===== src/rtl/lc3b_types.sv =====
// rtl/lc3b_types.sv - shared LC-3b line/word types plus write-back buffer state and entry types
package lc3b_types;

    typedef logic [15:0]  lc3b_word;
    typedef logic [127:0] lc3b_line;

    typedef enum logic [1:0] {
        IDLE,
        READ,
        DRAIN,
        RESP
    } wbbuf_state_t;

    typedef struct packed {
        logic [11:0] tag;
        lc3b_line    data;
    } wbbuf_entry_t;

    function automatic lc3b_word tag_to_addr(input logic [11:0] tag);
        return {tag, 4'b0000};
    endfunction

endpackage


===== src/rtl/wbbuf_store.sv =====
// rtl/wbbuf_store.sv - FIFO-ordered line store with per-line address match, overwrite and pop
module wbbuf_store
    import lc3b_types::*;
#(
    parameter int DEPTH = 2
) (
    input  logic         clk,
    input  logic         reset,
    input  logic [11:0]  lookup_tag,
    output logic         hit,
    output lc3b_line     hit_data,
    output logic         full,
    output logic         empty,
    input  logic         enq,
    input  logic [11:0]  enq_tag,
    input  lc3b_line     enq_data,
    input  logic         ovw,
    input  lc3b_line     ovw_data,
    input  logic         pop,
    output wbbuf_entry_t head_entry
);

    localparam int PW = (DEPTH > 1) ? $clog2(DEPTH) : 1;
    localparam int CW = $clog2(DEPTH + 1);

    wbbuf_entry_t     entries [DEPTH];
    logic [DEPTH-1:0] valid;
    logic [DEPTH-1:0] hit_onehot;
    logic [PW-1:0]    head;
    logic [PW-1:0]    tail;
    logic [CW-1:0]    count;

    function automatic logic [PW-1:0] next_ptr(input logic [PW-1:0] p);
        return (p == PW'(DEPTH - 1)) ? '0 : p + 1'b1;
    endfunction

    // Coalescing upstream keeps at most one valid entry per tag, so OR-ing is a clean mux.
    always_comb begin
        hit_onehot = '0;
        hit_data   = '0;
        for (int i = 0; i < DEPTH; i++) begin
            if (valid[i] && entries[i].tag == lookup_tag) begin
                hit_onehot[i] = 1'b1;
                hit_data      = hit_data | entries[i].data;
            end
        end
    end

    assign hit        = |hit_onehot;
    assign full       = (count == CW'(DEPTH));
    assign empty      = (count == '0);
    assign head_entry = entries[head];

    always_ff @(posedge clk) begin
        if (reset) begin
            valid <= '0;
            head  <= '0;
            tail  <= '0;
            count <= '0;
        end else begin
            if (enq) begin
                valid[tail] <= 1'b1;
                tail        <= next_ptr(tail);
            end
            if (pop) begin
                valid[head] <= 1'b0;
                head        <= next_ptr(head);
            end
            case ({enq, pop})
                2'b10:   count <= count + 1'b1;
                2'b01:   count <= count - 1'b1;
                default: ;
            endcase
        end
    end

    always_ff @(posedge clk) begin
        for (int i = 0; i < DEPTH; i++) begin
            if (ovw && hit_onehot[i]) begin
                entries[i].data <= ovw_data;
            end else if (enq && tail == PW'(i)) begin
                entries[i] <= '{tag: enq_tag, data: enq_data};
            end
        end
    end

endmodule


===== src/rtl/cache_wb_buffer.sv =====
// rtl/cache_wb_buffer.sv - write-back buffer between L1 and pmem; WB_BUF_FWD_EN serves read hits from the buffer
module cache_wb_buffer
    import lc3b_types::*;
#(
    parameter int DEPTH = 2
) (
    input  logic         clk,
    input  logic         reset,
    input  logic [15:0]  cache_address,
    input  logic [127:0] cache_wdata,
    input  logic         cache_read,
    input  logic         cache_write,
    output logic [127:0] cache_rdata,
    output logic         cache_resp,
    output logic [15:0]  pmem_address,
    output logic [127:0] pmem_wdata,
    output logic         pmem_read,
    output logic         pmem_write,
    input  logic [127:0] pmem_rdata,
    input  logic         pmem_resp
);

    wbbuf_state_t state;
    wbbuf_entry_t head_entry;
    lc3b_line     hit_data;
    logic         hit;
    logic         full;
    logic         empty;
    logic         accept_wb;
    logic         start_read;
    logic         start_drain;
    logic         fwd_hit;
    logic         unused_addr_low;

    assign unused_addr_low = ^cache_address[3:0];

    wbbuf_store #(.DEPTH(DEPTH)) u_store (
        .clk        (clk),
        .reset      (reset),
        .lookup_tag (cache_address[15:4]),
        .hit        (hit),
        .hit_data   (hit_data),
        .full       (full),
        .empty      (empty),
        .enq        (accept_wb && !hit),
        .enq_tag    (cache_address[15:4]),
        .enq_data   (cache_wdata),
        .ovw        (accept_wb && hit),
        .ovw_data   (cache_wdata),
        .pop        (state == DRAIN && pmem_resp),
        .head_entry (head_entry)
    );

    // IDLE arbitration: write-backs first, then reads, then opportunistic draining.
    always_comb begin
        accept_wb   = 1'b0;
        start_read  = 1'b0;
        start_drain = 1'b0;
        fwd_hit     = 1'b0;
        if (state == IDLE) begin
            if (cache_write) begin
                if (hit || !full) accept_wb = 1'b1;
                else              start_drain = 1'b1;
            end else if (cache_read) begin
                if (!hit) begin
                    start_read = 1'b1;
                end else begin
`ifdef WB_BUF_FWD_EN
                    fwd_hit = 1'b1;
`else
                    start_drain = 1'b1;
`endif
                end
            end else if (!empty) begin
                start_drain = 1'b1;
            end
        end
    end

    always_ff @(posedge clk) begin
        if (reset) begin
            state        <= IDLE;
            cache_resp   <= 1'b0;
            cache_rdata  <= '0;
            pmem_read    <= 1'b0;
            pmem_write   <= 1'b0;
            pmem_address <= '0;
            pmem_wdata   <= '0;
        end else begin
            case (state)
                IDLE: begin
                    if (accept_wb || fwd_hit) begin
                        state       <= RESP;
                        cache_resp  <= 1'b1;
                        cache_rdata <= fwd_hit ? hit_data : '0;
                    end else if (start_read) begin
                        state        <= READ;
                        pmem_read    <= 1'b1;
                        pmem_address <= {cache_address[15:4], 4'b0000};
                    end else if (start_drain) begin
                        state        <= DRAIN;
                        pmem_write   <= 1'b1;
                        pmem_address <= tag_to_addr(head_entry.tag);
                        pmem_wdata   <= head_entry.data;
                    end
                end
                READ: begin
                    if (pmem_resp) begin
                        state       <= RESP;
                        pmem_read   <= 1'b0;
                        cache_resp  <= 1'b1;
                        cache_rdata <= pmem_rdata;
                    end
                end
                DRAIN: begin
                    if (pmem_resp) begin
                        state      <= IDLE;
                        pmem_write <= 1'b0;
                    end
                end
                RESP: begin
                    state       <= IDLE;
                    cache_resp  <= 1'b0;
                    cache_rdata <= '0;
                end
                default: state <= IDLE;
            endcase
        end
    end

endmodule


===== config.mk =====
export PLATFORM = sky130hd
export DESIGN_NAME = cache_wb_buffer
export DESIGN_NICKNAME = d
export VERILOG_FILES = /design/src/rtl/lc3b_types.sv /design/src/rtl/wbbuf_store.sv /design/src/rtl/cache_wb_buffer.sv
export SDC_FILE = /design/constraint.sdc
export NUM_CORES = 1
export LEC_CHECK = 0
export CAP_MARGIN = 25
export CORE_AREA = 2 2 216 218
export DETAILED_ROUTE_END_ITERATION = 7
export DIE_AREA = 0 0 218 220
export DONT_BUFFER_PORTS = 1
export MAX_ROUTING_LAYER = met4
export PLACE_DENSITY = 0.71
export SLEW_MARGIN = 0
export SYNTH_ARGS = -nofsm -noshare
export SYNTH_HDL_FRONTEND = slang
export SYNTH_HIERARCHICAL = 1
export SYNTH_SLANG_ARGS = --single-unit

===== constraint.sdc =====
create_clock -name clk -period 24.5 [get_ports clk]
set_input_delay 7.35 -clock clk [delete_from_list [all_inputs] [get_ports clk]]
set_output_delay 7.35 -clock clk [all_outputs]
set_load 0.1 [all_outputs]

==> results of run 1 <==
-- power breakdown --
part | switching [uW] | leakage, uW | internal [uW] | total, uW
logic | 160 | 0.00274 | 132 | 292
registers | 234 | 0.00485 | 1070 | 1300
clock network | 354 | 0.000888 | 479 | 833
total | 748 | 0.00848 | 1680 | 2430
-- placed cells by master (no fill, tap or decap), types with 10 or more instances in the layout --
cell type,count
a21oi_1,262
buf_4,16
clkbuf_1,16
clkbuf_16,55
clkbuf_8,10
dfxtp_1,277
edfxtp_1,280
mux2_1,109
mux2_2,287
mux2i_1,12
nand2_1,395
nand4b_1,128
o2bb2ai_1,12
xnor2_1,21
-- final timing paths --
kind | depth (start not counted) | start | to | slack (ns)
hold reg to reg | 2 | cache_rdata[56]$_SDFFE_PP0P_ | cache_rdata[56]$_SDFFE_PP0P_ | 0.45
setup / recovery | 11 | cache_address[15] | u_store/entries[1][47]$_DFFE_PP_ | 13.16
hold / removal | 2 | cache_rdata[56]$_SDFFE_PP0P_ | cache_rdata[56]$_SDFFE_PP0P_ | 0.45
setup reg to reg | 11 | u_store/entries[1][139]$_DFFE_PP_ | u_store/entries[1][47]$_DFFE_PP_ | 19.49
-- layer usage --
layer / global-route usage / up-vias / share of wire
met5: - / - / 0
met4: 0.134 / 0 / 0.045
met3: 0.0828 / 128 / 0.093
met2: 0.395 / 514 / 0.50
met1: 0.246 / 7248 / 0.36
li1: - / 7180 / -
-- registers in the layout, summed over array words and instances (netlist names), named ones only --
name             flops
cache_rdata        128
cache_resp           1
pmem_address        12
pmem_read            1
pmem_wdata         128
pmem_write           1
state                2
u_store/count        2
u_store/entries    280
u_store/head         1
u_store/tail         1
u_store/valid        2
-- final cells by class --
cell class	count	area, sq um	share of cell area
tap	607	759	0.0288
multi-input combinational	1296	9320	0.354
timing repair buffer	28	379	0.0144
clock buffer	80	1570	0.0596
inverter	9	33.8	0.00128
antenna	8	20.0	0.000760
sequential	560	14000	0.532
clock inverter	23	234	0.00888
-- worst max-delay path, delay by kind of cell --
family | cells | cell delay, ns
xor+xnor | 1 | 0.18
simple gates | 6 | 2.14
compound gates | 1 | 0.54
buf+inv | 3 | 1.29
-- stage by stage --
| stage | instances | setup WS (ns) |
|---|---|---|
| finish | 2611 | 13.16 |
| global route | 2611 | 12.93 |
| CTS | 2600 | 13.19 |
| detailed placement | 2497 | 12.53 |
| global placement | 2488 | 12.13 |
| floorplan | 2038 | 5.33 |
==> qor.yml, run 1 <==
die:
  fp.dieArea_sq_um: 48000
  core_area_sq_um: 45900
  start_util: 0.527
  die_h_microns: 220
  num_rows: 79
  ios: 552
  fp.dieW_microns: 218
clock_network:
  cts_resized: 0
  cts_tree: "yes"
  root_buffer: "clkbuf_16"
  insertion_delay_ns: 0.61
  cts_made_buffers: 55
  clk_pin_slew_ns: 0.06
  clock_path_buffers: 3
  htree_levels: 2
  cts_hold_buf: 0
  clock-sinks: 560
  post_cts_buffers: 0
grt:
  grt_usage: 0.238
  grt_pass1_vias: 14318
  grt_remaining_overflow: 0
  grt_pass1_wl_microns: 84800
  antenna_found_initial: 8
  grt_max_degree: 271
placement:
  dp_hpwl_microns: 37000
  dpl_cell_area_sq_um: 24500
  gp_congestion: 0.831
  port_buffers: 0
cells_and_area:
  fin_area_sq_um: 26300
  fillCellCount: 3703
  layout-drive-gt1-share: 0.205
  nets: 2228
  final_core_util: 0.574
  syn_to_final_growth_pct: 8.88
sta:
  relSlewSlack: 0.267
  skew_ns: 0.0202
  grt_setup_unrepaired: "false"
  worst_hold_slack_ns: 0.451
  period_needed_ns: 11.34
  finalCritPeriodShare: 0.463
  tns_ns: 0
  clock.fmax_mhz: 88.2
  hold_viol: 0
  drv_slew: 0
  setup_violations: 0
  worstMarginPinSlew_ns: 1.10
power:
  power.leakage_uw: 0.00848
  peakVddDrop_mv: 0.0712
  power_uw: 2430
  powerDensity_nw_per_um2: 92.2
status:
  outcome: "finished, final reports clean"
worst_setup_path:
  path_cells: "xnor2_1 > nand3_1 > or4_1 > nor4_2 > or2_2 > and3_1 > inv_1 > or4_1 > o21ai_4 > buf_4 > buf_4"
  slowest_delay_ns: 0.67
  crit_arrival_ns: 11.58
  required_ns: 24.74
  cpMaxStageDelayCell: "or4_1"
  cp-end-kind: "register"
  crit_fanout: 44
  critPathKind: "input pin to register"
  start_kind: "input pin"
route:
  wl_microns: 59200
  detail_route.wl_per_cell_microns: 22.7
  dr.pass1.iters: 5
  drc: 0
  via_count: 15070
  vias_per_cell: 5.77
  antenna_left: 0
  drtIter0Drc: 1088
synthesis:
  synthesis.area_sq_um: 24200
  yosys_warnings: 6
  synth.avg_cell_area_sq_um: 11.9
  synth_cells: 2035
flow_run:
  drv_cap: 0
worst_hold_path:
  hp-class: "register to register"
Power figures use the tool's default switching activity.
==> inputs of run 2 (changes only) <==
--- a/config.mk
+++ b/config.mk
@@ -6,12 +6,12 @@
 export NUM_CORES = 1
 export LEC_CHECK = 0
 export CAP_MARGIN = 25
-export CORE_AREA = 2 2 216 218
+export CORE_AREA = 2 2 213 215
 export DETAILED_ROUTE_END_ITERATION = 7
-export DIE_AREA = 0 0 218 220
+export DIE_AREA = 0 0 215 217
 export DONT_BUFFER_PORTS = 1
 export MAX_ROUTING_LAYER = met4
-export PLACE_DENSITY = 0.71
+export PLACE_DENSITY = 0.76
 export SLEW_MARGIN = 0
 export SYNTH_ARGS = -nofsm -noshare
 export SYNTH_HDL_FRONTEND = slang
==> constraint.sdc (replaced) <==
create_clock -name clk -period 9.97 [get_ports clk]
set_input_delay 2.991 -clock clk [delete_from_list [all_inputs] [get_ports clk]]
set_output_delay 2.991 -clock clk [all_outputs]
set_load 0.1 [all_outputs]
==> run 2 against run 1 <==
The flow now stops in detailed routing (5_2_route). Area after synthesis unchanged. Global-route usage increased by 1.2 points. Synthesized cell count unchanged.
==> qor.yml, run 2 <==
clock_network:
  post_cts_buffers: 0  # unchanged
  htree_levels: 2  # unchanged
  root_buffer: "clkbuf_16"
  clock_path_buffers: 3  # unchanged
  cts_resized: 0  # unchanged
  cts_hold_buf: 0  # unchanged
  cts_made_buffers: 56  # +1.8%
die:
  fp.dieW_microns: 215  # -1.4%
  ios: 552  # unchanged
  die_h_microns: 217  # -1.4%
  start_util: 0.541  # +0.0138
  num_rows: 78  # -1.3%
synthesis:
  synthesis.area_sq_um: 24200  # unchanged
  synth.avg_cell_area_sq_um: 11.9  # unchanged
  synth_cells: 2035  # unchanged
  yosys_warnings: 6  # unchanged
grt:
  antenna_found_initial: 11  # +3
  grt_max_degree: 271  # unchanged
  grt_pass1_wl_microns: 87800  # +3.5%
  grt_remaining_overflow: 0  # unchanged
  grt_usage: 0.250  # +0.0125
  grt_pass1_vias: 14689  # +2.6%
status:
  error_line: "[ERROR DRT-0255] Maze Route cannot find path of net cache_rdata[10] in worker of routeBox ( 193200 0 ) ( 215000 48300 )."
  outcome: "aborted with a tool error"
  stop_stage: "detailed routing (5_2_route)"
placement:
  port_buffers: 0  # unchanged
  pre_cts_slack_ns: 2.47  # -10.05 ns
  dpl_cell_area_sq_um: 24400  # -0.36%
  dp_hpwl_microns: 36800  # -0.40%
  gp_congestion: 0.914  # +10%
-- run 2: through the flow --
step | cells | util | hold slack, ns
global route | 2601 | 0.587 | 0.481
CTS | 2590 | 0.586 | 0.469
detailed placement | 2485 | 0.545 | 0.461
global placement | 2480 | 0.543 | 0.451
floorplan | 2038 | - | 0.434
-- run 2: layer usage --
layer and global-route usage:
met5 -, met4 0.143, met3 0.0839, met1 0.259
met2 0.418
==> inputs of run 3 (changes only) <==
--- a/config.mk
+++ b/config.mk
@@ -6,12 +6,10 @@
 export NUM_CORES = 1
 export LEC_CHECK = 0
 export CAP_MARGIN = 25
-export CORE_AREA = 2 2 213 215
+export CORE_UTILIZATION = 40
 export DETAILED_ROUTE_END_ITERATION = 7
-export DIE_AREA = 0 0 215 217
 export DONT_BUFFER_PORTS = 1
-export MAX_ROUTING_LAYER = met4
-export PLACE_DENSITY = 0.76
+export PLACE_DENSITY_LB_ADDON = 0.15
 export SLEW_MARGIN = 0
 export SYNTH_ARGS = -nofsm -noshare
 export SYNTH_HDL_FRONTEND = slang
==> constraint.sdc (replaced) <==
create_clock -name clk -period 13 [get_ports clk]
set_input_delay 3.9 -clock clk [delete_from_list [all_inputs] [get_ports clk]]
set_output_delay 3.9 -clock clk [all_outputs]
set_load 0.1 [all_outputs]
==> run 3 against run 2 <==
The run now ends clean. Global-route usage fell by 5.7 points.
==> qor.yml, run 3 (synthesis results as in run 1) <==
grt:
  grt_remaining_overflow: 0  # unchanged
  grt_usage: 0.194  # -0.0566
  grt_max_degree: 271  # unchanged
  grt_pass1_vias: 14367  # -2.2%
  grt_pass1_wl_microns: 89900  # +2.4%
  antenna_found_initial: 3  # -8
cells_and_area:
  syn_to_final_growth_pct: 9.97
  layout_commonest_cell: "nand2_1"
  fillCellCount: 5526
  final_core_util: 0.448
  seq_area_sq_um: 14000
  fin_area_sq_um: 26600
  multi_input_area_sq_um: 9320
  largest_reg_flops: 280
  largest_register: "u_store/entries"
  nets: 2235
  final_cell_mix: "nand2_1, mux2_2, edfxtp_1, dfxtp_1, a21oi_1"
  largestRegisters: "u_store/entries x280, cache_rdata x128, pmem_wdata x128"
  layout-drive-gt1-share: 0.207
flow_run:
  drv_cap: 0
die:
  fp.dieArea_sq_um: 61500
  ios: 552  # unchanged
  start_util: 0.408  # -0.134
  core_area_sq_um: 59400
  die_h_microns: 248  # +14%
  fp.dieW_microns: 248  # +15%
  num_rows: 89  # +14%
route:
  vias_per_cell: 5.37
  dr.pass1.iters: 5
  drtIter0Drc: 673
  drc: 0
  via_count: 14952
  wl_microns: 63500
  antenna_left: 0
  detail_route.wl_per_cell_microns: 22.8
worst_setup_path:
  start_kind: "input pin"
  critPathKind: "input pin to register"
  crit_arrival_ns: 7.93
  cp-end-kind: "register"
  crit_fanout: 54
  required_ns: 13.25
  rr_worst_depth: 12
placement:
  port_buffers: 0  # unchanged
  gp_congestion: 0.757  # -17%
  dp_hpwl_microns: 38300  # +4.0%
  dpl_cell_area_sq_um: 24700  # +1.2%
  pre_cts_slack_ns: 4.63  # +2.16 ns
clock_network:
  cts_made_buffers: 58  # +3.6%
  clock-sinks: 560
  cts_resized: 0  # unchanged
  clock_path_buffers: 3  # unchanged
  clk_pin_slew_ns: 0.06
  post_cts_buffers: 0  # unchanged
  cts_hold_buf: 0  # unchanged
  htree_levels: 2  # unchanged
  insertion_delay_ns: 0.62
  root_buffer: "clkbuf_16"
  cts_tree: "yes"
sta:
  worstMarginPinSlew_ns: 1.12
  hold_viol: 0
  clock.fmax_mhz: 130
  grt_setup_unrepaired: "false"
  setup_ws_ns: 5.32
  setup_violations: 0
  skew_ns: 0.0183
  period_needed_ns: 7.68
  drv_slew: 0
  relSlewSlack: 0.252
  finalCritPeriodShare: 0.591
  tns_ns: 0
power:
  power.leakage_uw: 0.00852
  peakVddDrop_mv: 0.105
  powerDensity_nw_per_um2: 175
worst_hold_path:
  hp-class: "register to register"
  min_path_cells: 1
status:
  outcome: "finished, final reports clean"
==> run 3: worst paths after layout <==
path / endpoint / start / slack (ns)
setup / recovery: u_store/entries[0][134]$_DFFE_PP_ / cache_address[10] / 5.32
hold / removal: u_store/valid[1]$_SDFF_PP0_ / u_store/valid[1]$_SDFF_PP0_ / 0.48
hold reg to reg: u_store/valid[1]$_SDFF_PP0_ / u_store/valid[1]$_SDFF_PP0_ / 0.48
setup reg to reg: u_store/entries[0][134]$_DFFE_PP_ / u_store/entries[1][139]$_DFFE_PP_ / 8.19
==> run 3: per-layer routing <==
| layer | vias to the layer above | global-route usage | wire length, microns |
|---|---|---|---|
| met1 | 7255 | 0.206 | 23200 |
| met4 | 0 | 0.0698 | 1520 |
| li1 | 7182 | - | - |
| met2 | 432 | 0.353 | 33300 |
| met5 | - | 0 | 0 |
| met3 | 83 | 0.0649 | 5430 |
==> run 3: layout make-up <==
class	count	area share
sequential	560	0.527
multi-input combinational	1296	0.350
clock buffer	88	0.0637
tap	773	0.0364
timing repair buffer	32	0.0142
clock inverter	21	0.00673
inverter	9	0.00127
antenna	3	0.000282
==> run 3: stage by stage <==
stage | hold WS [ns] | cells | total power (uW)
after CTS | 0.485 | 2777 | 4710
after floorplan | 0.434 | 2038 | 2940
after detailed placement | 0.470 | 2668 | 3060
after global placement | 0.464 | 2656 | 3040
after global routing | 0.497 | 2782 | 4830
final | 0.484 | 2782 | 4650
==> run 3: report_power, final <==
part	switching [uW]	total [uW]	internal, uW	leakage [uW]
registers	438	2460	2020	0.00485
clock network	693	1630	938	0.000928
logic	310	557	247	0.00274
==> run 3: critical path, cell delays in order <==
cell and delay, ns:
xnor2_1 0.14, nand3_1 0.12, or4_1 0.67, nor4_2 0.29, or2_2 0.19, nand2b_1 0.24, nand2_1 0.12, nor4_1 0.47
nand2b_1 0.25, a21o_4 0.43, buf_4 0.43, inv_1 0.55
==> inputs of run 4 (changes only) <==
==> constraint.sdc (replaced) <==
create_clock -name clk -period 7.8 [get_ports clk]
set_input_delay 2.34 -clock clk [delete_from_list [all_inputs] [get_ports clk]]
set_output_delay 2.34 -clock clk [all_outputs]
set_load 0.1 [all_outputs]
==> run 4 against run 3 <==
Global-route usage down 0.21 points. Cell count up 0.11%. Via count up 0.61%. Clock skew up 0.0053 ns. Routed wire length down 1.2%. Clock power up 92%. Hold slack better by 0.0055 ns. Utilization up 0.87 points. Design area up 1.9%. Critical endpoint is now u_store/entries[0][32]$_DFFE_PP_. Largest power group unchanged. Highest routed layer unchanged.
==> qor.yml, run 4 (synthesis results as in run 1) <==
cells_and_area:
  syn_to_final_growth_pct: 12.1
  fillCellCount: 5478  # -0.87%
  largestRegisters: "u_store/entries x280, cache_rdata x128, pmem_wdata x128"
  nets: 2237  # +0.089%
  layout_commonest_cell: "nand2_1"
  multi_input_area_sq_um: 9320  # unchanged
  final_cell_mix: "nand2_1, mux2_2, edfxtp_1, dfxtp_1, a21oi_1"
  fin_area_sq_um: 27100  # +1.9%
  layout-drive-gt1-share: 0.213  # +0.00595
  largest_register: "u_store/entries"
  seq_area_sq_um: 14000  # unchanged
  largest_reg_flops: 280  # unchanged
worst_setup_path:
  crit_arrival_ns: 6.29  # -1.64 ns
  rr_worst_depth: 12  # unchanged
  required_ns: 8.17  # -5.08 ns
  critPathKind: "input pin to register"
  rrSetupSlack_ns: 3.18  # -5.01 ns
  start_kind: "input pin"
  crit_fanout: 79  # +46%
  cp-end-kind: "register"
  r2r_end: "u_store/entries[0][32]$_DFFE_PP_"
  timing.rr.start: "u_store/entries[1][134]$_DFFE_PP_"
sta:
  period_needed_ns: 5.92
  drv_slew: 0  # unchanged
  setup_violations: 0  # unchanged
  worstMarginPinSlew_ns: 1.11  # -0.00865 ns
  tns_ns: 0  # unchanged
  skew_ns: 0.0236  # +0.00532 ns
  grt_setup_unrepaired: "false"
  clock.fmax_mhz: 169
  setup_ws_ns: 1.88  # -3.44 ns
  worst_hold_slack_ns: 0.490  # +0.00555 ns
  relSlewSlack: 0.258  # +0.00577
  hold_viol: 0  # unchanged
  finalCritPeriodShare: 0.759
grt:
  grt_max_degree: 271  # unchanged
  grt_pass1_vias: 14155  # -1.5%
  grt_remaining_overflow: 0  # unchanged
  grt_pass1_wl_microns: 89200  # -0.83%
  grt_usage: 0.191  # -0.00214
  antenna_found_initial: 2  # -1
clock_network:
  cts_tree: "yes"
  cts_made_buffers: 60  # +3.4%
  insertion_delay_ns: 0.62  # about the same
  root_buffer: "clkbuf_16"
  htree_levels: 2  # unchanged
  cts_resized: 0  # unchanged
  clock_path_buffers: 3  # unchanged
  clk_pin_slew_ns: 0.06  # about the same
  cts_hold_buf: 0  # unchanged
  post_cts_buffers: 0  # unchanged
  clock-sinks: 560  # unchanged
worst_hold_path:
  min_path_cells: 1  # unchanged
  min_from: "u_store/valid[1]$_SDFF_PP0_"
  worstHoldEndpoint: "u_store/valid[1]$_SDFF_PP0_"
  hp-class: "register to register"
route:
  wl_microns: 62700  # -1.2%
  dr_wl_met2_microns: 32300  # -3.2%
  wl_met3_microns: 5750  # +6.0%
  dr.pass1.iters: 4  # -1
  via_count: 15043  # +0.61%
  detail_route.wl_per_cell_microns: 22.5  # -1.3%
  met1_length_microns: 22900  # -1.3%
  drc: 0  # unchanged
  vias_per_cell: 5.40  # +0.50%
  antenna_left: 0  # unchanged
  drtIter0Drc: 622  # -7.6%
  top_layer: "met4"
placement:
  dpl_cell_area_sq_um: 24900  # +0.80%
  pre_cts_slack_ns: 1.32  # -3.31 ns
  port_buffers: 0  # unchanged
  gp_congestion: 0.767  # +1.3%
  dp_hpwl_microns: 38400  # +0.26%
power:
  power.leakage_uw: 0.00875  # +2.8%
  peakVddDrop_mv: 0.183  # +75%
  powerDensity_nw_per_um2: 301  # +73%
die:
  die_h_microns: 248  # unchanged
  num_rows: 89  # unchanged
  start_util: 0.408  # unchanged
  ios: 552  # unchanged
  fp.dieArea_sq_um: 61500  # unchanged
  fp.dieW_microns: 248  # unchanged
  core_area_sq_um: 59400  # unchanged
flow_run:
  drv_cap: 0  # unchanged
status:
  outcome: "finished, final reports clean"
==> run 4: worst max-delay path by stage <==
stage / startpoint / to / slack, ns / depth (start not counted)
detailed placement: cache_address[10] / u_store/entries[0][94]$_DFFE_PP_ / 1.32 / 12
global placement: cache_address[10] / u_store/entries[1][2]$_DFFE_PP_ / 1.32 / 11
finish: cache_address[10] / u_store/entries[0][32]$_DFFE_PP_ / 1.88 / 12
global route: cache_address[10] / u_store/entries[0][97]$_DFFE_PP_ / 1.71 / 12
CTS: cache_address[10] / u_store/entries[0][49]$_DFFE_PP_ / 1.99 / 12
floorplan: cache_address[15] / u_store/entries[0][0]$_DFFE_PP_ / 0.19 / 11
==> run 4: routing by layer <==
layer / up-vias / global-route usage
met5: - / 0
met4: 0 / 0.0675
met3: 90 / 0.0688
met2: 450 / 0.344
met1: 7297 / 0.206
li1: 7206 / -
==> run 4: metrics by stage <==
step | total power (uW) | utilization | std cells
after global routing | 8480 | 0.457 | 2785
final | 8180 | 0.457 | 2785
after global placement | 5080 | 0.415 | 2656
after floorplan | 4900 | - | 2038
after detailed placement | 5120 | 0.419 | 2668
after CTS | 8280 | 0.456 | 2782
==> run 4: critical path, cell delays in order <==
cell and delay (ns):
xnor2_1 0.15, nand3_1 0.12, or4_1 0.66, nor4_2 0.30, or2_2 0.19, nand2b_1 0.25, nand2_1 0.12, nor4_1 0.50
nand2b_1 0.27, a21o_4 0.47, buf_12 0.37, mux2_2 0.36
==> run 4: cell type report <==
cell class | instances | share of cell area
Timing Repair Buffer | 32 | 0.0203
Sequential cell | 560 | 0.517
Clock inverter | 27 | 0.0165
Multi-Input combinational cell | 1296 | 0.344
Antenna cell | 1 | 0.0000923
Tap cell | 773 | 0.0357
Clock buffer | 87 | 0.0655
Inverter | 9 | 0.00125
==> run 4: power by group <==
part	internal (uW)	switching [uW]	total [uW]
clock	1940	1190	3130
combinational	428	532	960
sequential	3360	720	4080
total	5740	2440	8180
